## src/rtl/rst_seq_pkg.sv

```systemverilog
// rst_seq_pkg: shared state encoding and helpers for the reset release sequencer
package rst_seq_pkg;
  localparam int CUR_W = 3;
  typedef enum logic [2:0] {HOLD, REL, ACK, DONE, FLT} state_e;
  function automatic int max3(input int a, input int b, input int c);
    int m;
    m = (a > b) ? a : b;
    return (m > c) ? m : c;
  endfunction
endpackage

```

## src/rtl/sync_bit.sv

```systemverilog
// sync_bit: DEPTH-flop single-bit synchronizer with asynchronous clear
module sync_bit #(
  parameter int DEPTH = 2
) (
  input  logic clk,
  input  logic clr_n,
  input  logic d,
  output logic q
);
  logic [DEPTH-1:0] sync_q;
  always_ff @(posedge clk or negedge clr_n)
    if (!clr_n) sync_q <= '0;
    else        sync_q <= {sync_q[DEPTH-2:0], d};
  assign q = sync_q[DEPTH-1];
endmodule

```

## src/rtl/rst_release_seq.sv

```systemverilog
// rst_release_seq: staged per-subsystem reset release after PLL lock; RST_SEQ_TIMEOUT_EN adds ack timeout/fault
module rst_release_seq
  import rst_seq_pkg::*;
#(
  parameter int STAGES     = 4,
  parameter int SYNC_DEPTH = 2,
  parameter int LOCK_DLY   = 10,
  parameter int STAGE_DLY  = 16,
  parameter int ACK_TMO    = 200,
  parameter int CNT_W      = 8
) (
  input  logic              clk,
  input  logic              rst_n,
  input  logic              locked,
  input  logic [STAGES-1:0] stage_ack,
  output logic [STAGES-1:0] stage_rst_n,
  output logic              all_ready,
  output logic              fault,
  output logic [CUR_W-1:0]  cur_stage
);
  localparam logic [CNT_W-1:0] LOCK_LAST  = CNT_W'(LOCK_DLY - 1);
  localparam logic [CNT_W-1:0] STAGE_LAST = CNT_W'(STAGE_DLY - 1);
  localparam logic [CNT_W-1:0] CNT_SAT    = CNT_W'(max3(LOCK_DLY, STAGE_DLY, ACK_TMO));
  localparam logic [CUR_W-1:0] LAST_STAGE = CUR_W'(STAGES - 1);
`ifdef RST_SEQ_TIMEOUT_EN
  localparam logic [CNT_W-1:0] TMO_LAST   = CNT_W'(ACK_TMO - 1);
`endif
  logic              srst_n, locked_s;
  state_e            state_q;
  logic [CNT_W-1:0]  cnt_q, cnt_inc;
  logic [CUR_W-1:0]  cur_q;
  logic [STAGES-1:0] stage_rst_n_q, cur_bit;
  logic              all_ready_q, fault_q, ack_cur;
  sync_bit #(.DEPTH(SYNC_DEPTH)) u_rst_sync  (.clk(clk), .clr_n(rst_n), .d(1'b1),   .q(srst_n));
  sync_bit #(.DEPTH(SYNC_DEPTH)) u_lock_sync (.clk(clk), .clr_n(rst_n), .d(locked), .q(locked_s));
  assign cnt_inc = (cnt_q == CNT_SAT) ? cnt_q : cnt_q + CNT_W'(1);
  assign cur_bit = STAGES'(1) << cur_q;
  assign ack_cur = |(stage_ack & cur_bit);
  // srst_n clears asynchronously with rst_n and releases synchronously, so it is the FSM's reset
  always_ff @(posedge clk or negedge srst_n)
    if (!srst_n) begin
      state_q       <= HOLD;
      cnt_q         <= '0;
      cur_q         <= '0;
      stage_rst_n_q <= '0;
      all_ready_q   <= 1'b0;
      fault_q       <= 1'b0;
    end else if (!locked_s && state_q != HOLD) begin
      state_q       <= HOLD;
      cnt_q         <= '0;
      cur_q         <= '0;
      stage_rst_n_q <= '0;
      all_ready_q   <= 1'b0;
    end else begin
      case (state_q)
        HOLD:
          if (!locked_s) cnt_q <= '0;
          else if (cnt_q == LOCK_LAST) begin
            state_q <= REL;
            cnt_q   <= '0;
            cur_q   <= '0;
          end else cnt_q <= cnt_inc;
        REL: begin
          stage_rst_n_q <= stage_rst_n_q | cur_bit;
          if (cnt_q == STAGE_LAST) begin
            state_q <= ACK;
            cnt_q   <= '0;
          end else cnt_q <= cnt_inc;
        end
        ACK:
          if (ack_cur) begin
            cnt_q <= '0;
            if (cur_q == LAST_STAGE) begin
              state_q       <= DONE;
              stage_rst_n_q <= '1;
              all_ready_q   <= 1'b1;
            end else begin
              state_q <= REL;
              cur_q   <= cur_q + CUR_W'(1);
            end
          end
`ifdef RST_SEQ_TIMEOUT_EN
          else if (cnt_q == TMO_LAST) begin
            state_q       <= FLT;
            stage_rst_n_q <= '0;
            fault_q       <= 1'b1;
          end
`endif
          else cnt_q <= cnt_inc;
        default: ;
      endcase
    end
  assign stage_rst_n = stage_rst_n_q;
  assign all_ready   = all_ready_q;
  assign fault       = fault_q;
  assign cur_stage   = cur_q;
endmodule

```

## config.mk

```make
export PLATFORM = sky130hd
export DESIGN_NAME = rst_release_seq
export DESIGN_NICKNAME = d
export VERILOG_FILES = /design/src/rtl/rst_seq_pkg.sv /design/src/rtl/sync_bit.sv /design/src/rtl/rst_release_seq.sv
export SDC_FILE = /design/constraint.sdc
export NUM_CORES = 1
export LEC_CHECK = 0
export ABC_CLOCK_PERIOD_IN_PS = 1300
export CELL_PAD_IN_SITES_DETAIL_PLACEMENT = 0
export CELL_PAD_IN_SITES_GLOBAL_PLACEMENT = 2
export CORE_MARGIN = 1
export CORE_UTILIZATION = 36
export CTS_CLUSTER_DIAMETER = 50
export DETAILED_ROUTE_END_ITERATION = 8
export PLACE_DENSITY_LB_ADDON = 0.1
export SLEW_MARGIN = 25
export SYNTH_ARGS = -nofsm -noshare
export SYNTH_HDL_FRONTEND = slang
export SYNTH_SLANG_ARGS = --single-unit
```

## constraint.sdc

```tcl
create_clock -name clk -period 1.3 [get_ports clk]
set_input_delay 0.195 -clock clk [delete_from_list [all_inputs] [get_ports clk]]
set_output_delay 0.195 -clock clk [all_outputs]
set_load 0.02 [all_outputs]
```

# Word-level counts from Yosys, hierarchy flattened
# Index checks and enable logic that the tools add are counted.
# W data, S select, Z words.
# op_classes
n_addsub	2
eq_ne	12
shift	1
mux	28
n_bitwise	2
n_reduce_logical	15
# op_table
op	count
$mux W8	6
$mux W3	10
$pmux W8 S3	1
$eq A8 B4 Y1 const B	2
$ne A3 B3 Y1 const B	5
$mux W4	3
$reduce_and A5 Y1	2
$pmux W3 S3	1
$reduce_bool A3 Y1	3
$add A8 B1 Y8 const B	1
$eq A8 B8 Y1 const B	1
$pmux W4 S2	1
$eq A3 B2 Y1 const B	2
$pmux W3 S2	1
$reduce_and A3 Y1	2
$reduce_bool A2 Y1	3
$and A4 B4 Y4	1
$mux W1	4
$or A4 B4 Y4	1
$reduce_bool A4 Y1	1
$reduce_or A4 Y1	1
$shl A1 B3 Y4 const A	1
$add A3 B1 Y3 const B	1
$eq A3 B1 Y1 const B	1
other kinds (5)	5
# totals
reg_bits	23
inputBits	7
out_inout_bits	9
wordCells	67

# Logic depth before layout (Yosys ltp)
# Gate-level depths: netlist (run 1).
# logic_depth
depth_word	6
depth_mapped	9

# By module
# Synthesis (run 1) repeated with hierarchy kept, for this count alone.
# unflattened
cells_unflattened	152
hier_area_um2	1422.6
# by_module_without_submodules
mod	n_inst	cells_per_inst	area_each_um2
rst_release_seq	1	148	1322.5
sync_bit	2	2	50.0

# Least setup slack after synthesis (run 1)
# No wires, ideal clock.
# synth_timing
path_type	register to register
startpoint	register cur_q[0], in the netlist cur_stage[0]
endpoint	register cnt_q[3]
arrival_ps	2205
setup_slack_ps	-988
stages_incl_launch_ff	9
path_buffers	1
period_less_slack_ps	2288
cell_sequence	dfrtp_1 inv_1 ha_1 a222oi_1 o2111ai_1 and3_1 buf_6 or4_1 o21ai_0
# synth_via
elab_chain_len	6
# synth_lines
item	line	text
start: declaration	rst_release_seq.sv:31	logic [CUR_W-1:0] cur_q;
start signal: assignment	rst_release_seq.sv:79	cur_q <= cur_q + CUR_W'(1);
$shl A1 B3 Y4	rst_release_seq.sv:37	assign cur_bit = STAGES'(1) << cur_q;
$and A4 B4 Y4	rst_release_seq.sv:38	assign ack_cur = |(stage_ack & cur_bit);
$reduce_or A4 Y1	rst_release_seq.sv:38	
$mux W8	rst_release_seq.sv:71	if (ack_cur) begin
$pmux W8 S3	rst_release_seq.sv:55	case (state_q)
$mux W8	rst_release_seq.sv:48	end else if (!locked_s && state_q != HOLD) begin
end signal: assignment	rst_release_seq.sv:62	end else cnt_q <= cnt_inc;
end signal: assignment	rst_release_seq.sv:68	end else cnt_q <= cnt_inc;
end signal: assignment	rst_release_seq.sv:89	else cnt_q <= cnt_inc;
end: declaration	rst_release_seq.sv:30	logic [CNT_W-1:0] cnt_q, cnt_inc;
# Every way passes these cells.
# A chain may end at the register's enable or synchronous reset.

# Final worst setup path (run 1)
# layout_timing
startpoint	register cur_q[0], in the netlist cur_stage[0]
endpoint	register cnt_q[4]
# Same word-level chain as after synthesis.

==> results.toml, run 1 <==
[setup_path]
cp.arrival_ps = 2310
cp_max_fo = 8
worstSetupStartpointType = "register"
crit_path_max_incr_delay_ps = 480
path_cells = "inv_2, ha_4, a222oi_1, buf_4, o2111ai_2, and3_4, or4_4, nand3_2"
cp_slowest_cell = "or4_4"
worst_ep_required_time_ps = 1510
critPathCaptureType = "register"
crit_type = "register to register"

[final_layout]
final_cells = 254
mostFrequentLayoutCells = "buf_4, dfrtp_1, nand2_1"
insertedDiodeCount = 0
fin_nets = 227
nFillCells = 334
final_common_cell = "buf_4"
utilization = 0.5862
areaGrowthSynthToFinish_pct = 51.16
drive_above_1_share = 0.4183

[status]
status = "finished with violations"
failed_checks = "negative setup slack"

[global_route]
grt_pass1_wl_um = 5754
busiest_layer = "met2"
grt_start_max_net_pins = 13
met2_usage = 0.3360
met1_usage = 0.2227
grt_pass1_vias = 1315
track_usage = 0.1847
grt-ovfl-total = 0
antenna_found_initial = 0
gr-usage-met3 = 0.02174

[floorplan]
start_util = 0.3878
die-area_um2 = 3985
die_x_um = 63.13
die_h_um = 63.13
core_area_um2 = 3468
rows = 21
ios = 16

[placed_design]
place_ws_ps = -900.0
gp_congestion = 0.8105
dp_hpwl_um = 2549
numPortBuffers = 14
place_inst = 245

[synthesis]
synthTopCellsByArea = "dfrtp_1, ha_1, o21ai_0"
syn_nets = 166
synth_flop_cell = "dfrtp_1"
synth_area_um2 = 1345
synth_top_area_share = 0.4093
yosysSeqAreaShare = 0.4093
synth_area_leader_cell = "dfrtp_1"
synthCells = 148
ys_types = 40
ys_ff_latch = 22
yosysWarnings = 1
synth_edf_count = 0
async_flop_share = 1.000
synth_area_per_cell_um2 = 9.088

[sta]
fin_crit_ps = 2103
clock_skew_ps = 2.185
max_clock_freq_ghz = 0.4755
fin_crit_sh = 1.618
final-hold-violation-count = 0
setup_slack_ps = -803.2
rsz0062_at_grt = "yes"
slew_viol_final = 0
setup_viol = 18

[clock_tree]
cts_num_sinks = 22
htree_levels = 1
numCtsBuffers = 3
clk_latency_ps = 270
cts_tree = "built"
clkTransAtPathRegs_ps = 80
clockBufferDepth = 2
root_buffer = "clkbuf_8"

[drt]
firstDrtPassIters = 4
vias_per_cell = 4.972
drt-initial-drc-count = 42
drc = 0
ant_nets = 0
wl_per_cell_um = 13.39
wirelength_um = 3400
vias = 1263

[power_and_ir_drop]
ir_drop_v = 0.0009387
power_density_nw_per_um2 = 1851
leakagePower_nw = 0.9441
total_power_mw = 3.763

[run]
maxCapViolations = 0

[hold_path]
hold_class = "primary input to async pin"
## critical path: cells and delay by family, from the launching register on
family / cells / cell delay [ps]
DFF: 1 / 400
buffers and inverters: 2 / 260
and+or+nand+nor: 3 / 800
adders and majority gates: 1 / 150
AOI/OAI and AO/OA: 2 / 430
## metrics by stage
step / hold slack, ps / area, µm² / setup TNS [ps]
6_report: 110.7 / 2033 / -11720
5_1_grt: 129.0 / 2033 / -13660
4_1_cts: 111.4 / 1981 / -11120
3_5_place_dp: 128.1 / 1854 / -13020
3_3_place_gp: 123.9 / 1854 / -12780
2_1_floorplan: -100.6 / 1374 / -10650
## registers in the layout (all words and copies together) (netlist names)
register            count
cur_stage               3
stage_rst_n             4
u_lock_sync.sync_q      2
u_rst_sync.sync_q       2
state_q                 2
cnt_q                   8
all_ready               1
## per-layer routing
layer  wire (µm)  up-vias
met3          89        5
met5           0        -
met2        1643       25
met1        1621      589
li1            -      644
met4          46        0
## path summary, 6_finish.rpt
| kind | to | slack (ps) | startpoint | cells past startpoint |
|---|---|---|---|---|
| worst max register to register | cnt_q[4] | -800 | cur_stage[0] | 8 |
| worst min-delay path | u_lock_sync.sync_q[0] | 110 | rst_n | 1 |
| worst min register to register | all_ready | 130 | u_rst_sync.sync_q[1] | 0 |
| min in group clk | u_rst_sync.sync_q[1] | 350 | u_rst_sync.sync_q[0] | 0 |
| max in group asynchronous | cur_stage[0] | 750 | u_rst_sync.sync_q[1] | 1 |
| worst max-delay path | cnt_q[4] | -800 | cur_stage[0] | 8 |
## synthesized netlist by cell type (2+ instances only)
| library cell | n |
|---|---|
| a31oi_1 | 2 |
| a21oi_1 | 9 |
| ha_1 | 11 |
| inv_1 | 15 |
| nor2_1 | 8 |
| conb_1 | 2 |
| o21a_1 | 2 |
| dfrtp_1 | 22 |
| or4_1 | 6 |
| nand3_1 | 7 |
| buf_2 | 2 |
| or2_2 | 5 |
| mux2i_1 | 2 |
| o21ai_0 | 13 |
| nand4_1 | 2 |
| mux2_2 | 3 |
| nand2_1 | 14 |
## cell families (layout without fill, tap and decap cells)
family / count (synthesis) / count (layout) / share of synthesized area
AOI/OAI and AO/OA: 40 / 40 / 0.1935
and+or+nand+nor: 48 / 48 / 0.1833
other: 2 / 2 / 0.005583
DFF: 22 / 22 / 0.4093
adders and majority gates: 11 / 11 / 0.1023
buffers and inverters: 20 / 80 / 0.06604
muxes: 5 / 5 / 0.04000
## cell type report
class	instances	area [µm²]	area share
Multi-Input combinational cell	106	839.6	0.4129
Clock buffer	4	55.05	0.02708
Timing Repair Buffer	61	471.7	0.2320
Tap cell	46	57.56	0.02831
Sequential cell	22	553.0	0.2720
Inverter	15	56.30	0.02769
## where the power goes
group / internal (mW) / switching [mW]
registers: 0.824 / 0.106
logic: 1.17 / 1.16
clock network: 0.271 / 0.231
## what timing repair did
action	4_1_cts	5_1_grt
pin swaps	6	11
resized for setup	30	12
buffers inserted	2	3
hold buffers	0	0
setup endpoints to repair	26	20
Power figures use the tool's default switching activity.
==> run 2, diff against run 1 <==
--- a/config.mk
+++ b/config.mk
@@ -12,6 +12,7 @@
 export CORE_UTILIZATION = 36
 export CTS_CLUSTER_DIAMETER = 50
 export DETAILED_ROUTE_END_ITERATION = 8
+export GPL_ROUTABILITY_DRIVEN = 0
 export PLACE_DENSITY_LB_ADDON = 0.1
 export SLEW_MARGIN = 25
 export SYNTH_ARGS = -nofsm -noshare
==> results of run 2 <==
Final layout, timing and power as in run 1 (identical DEF).
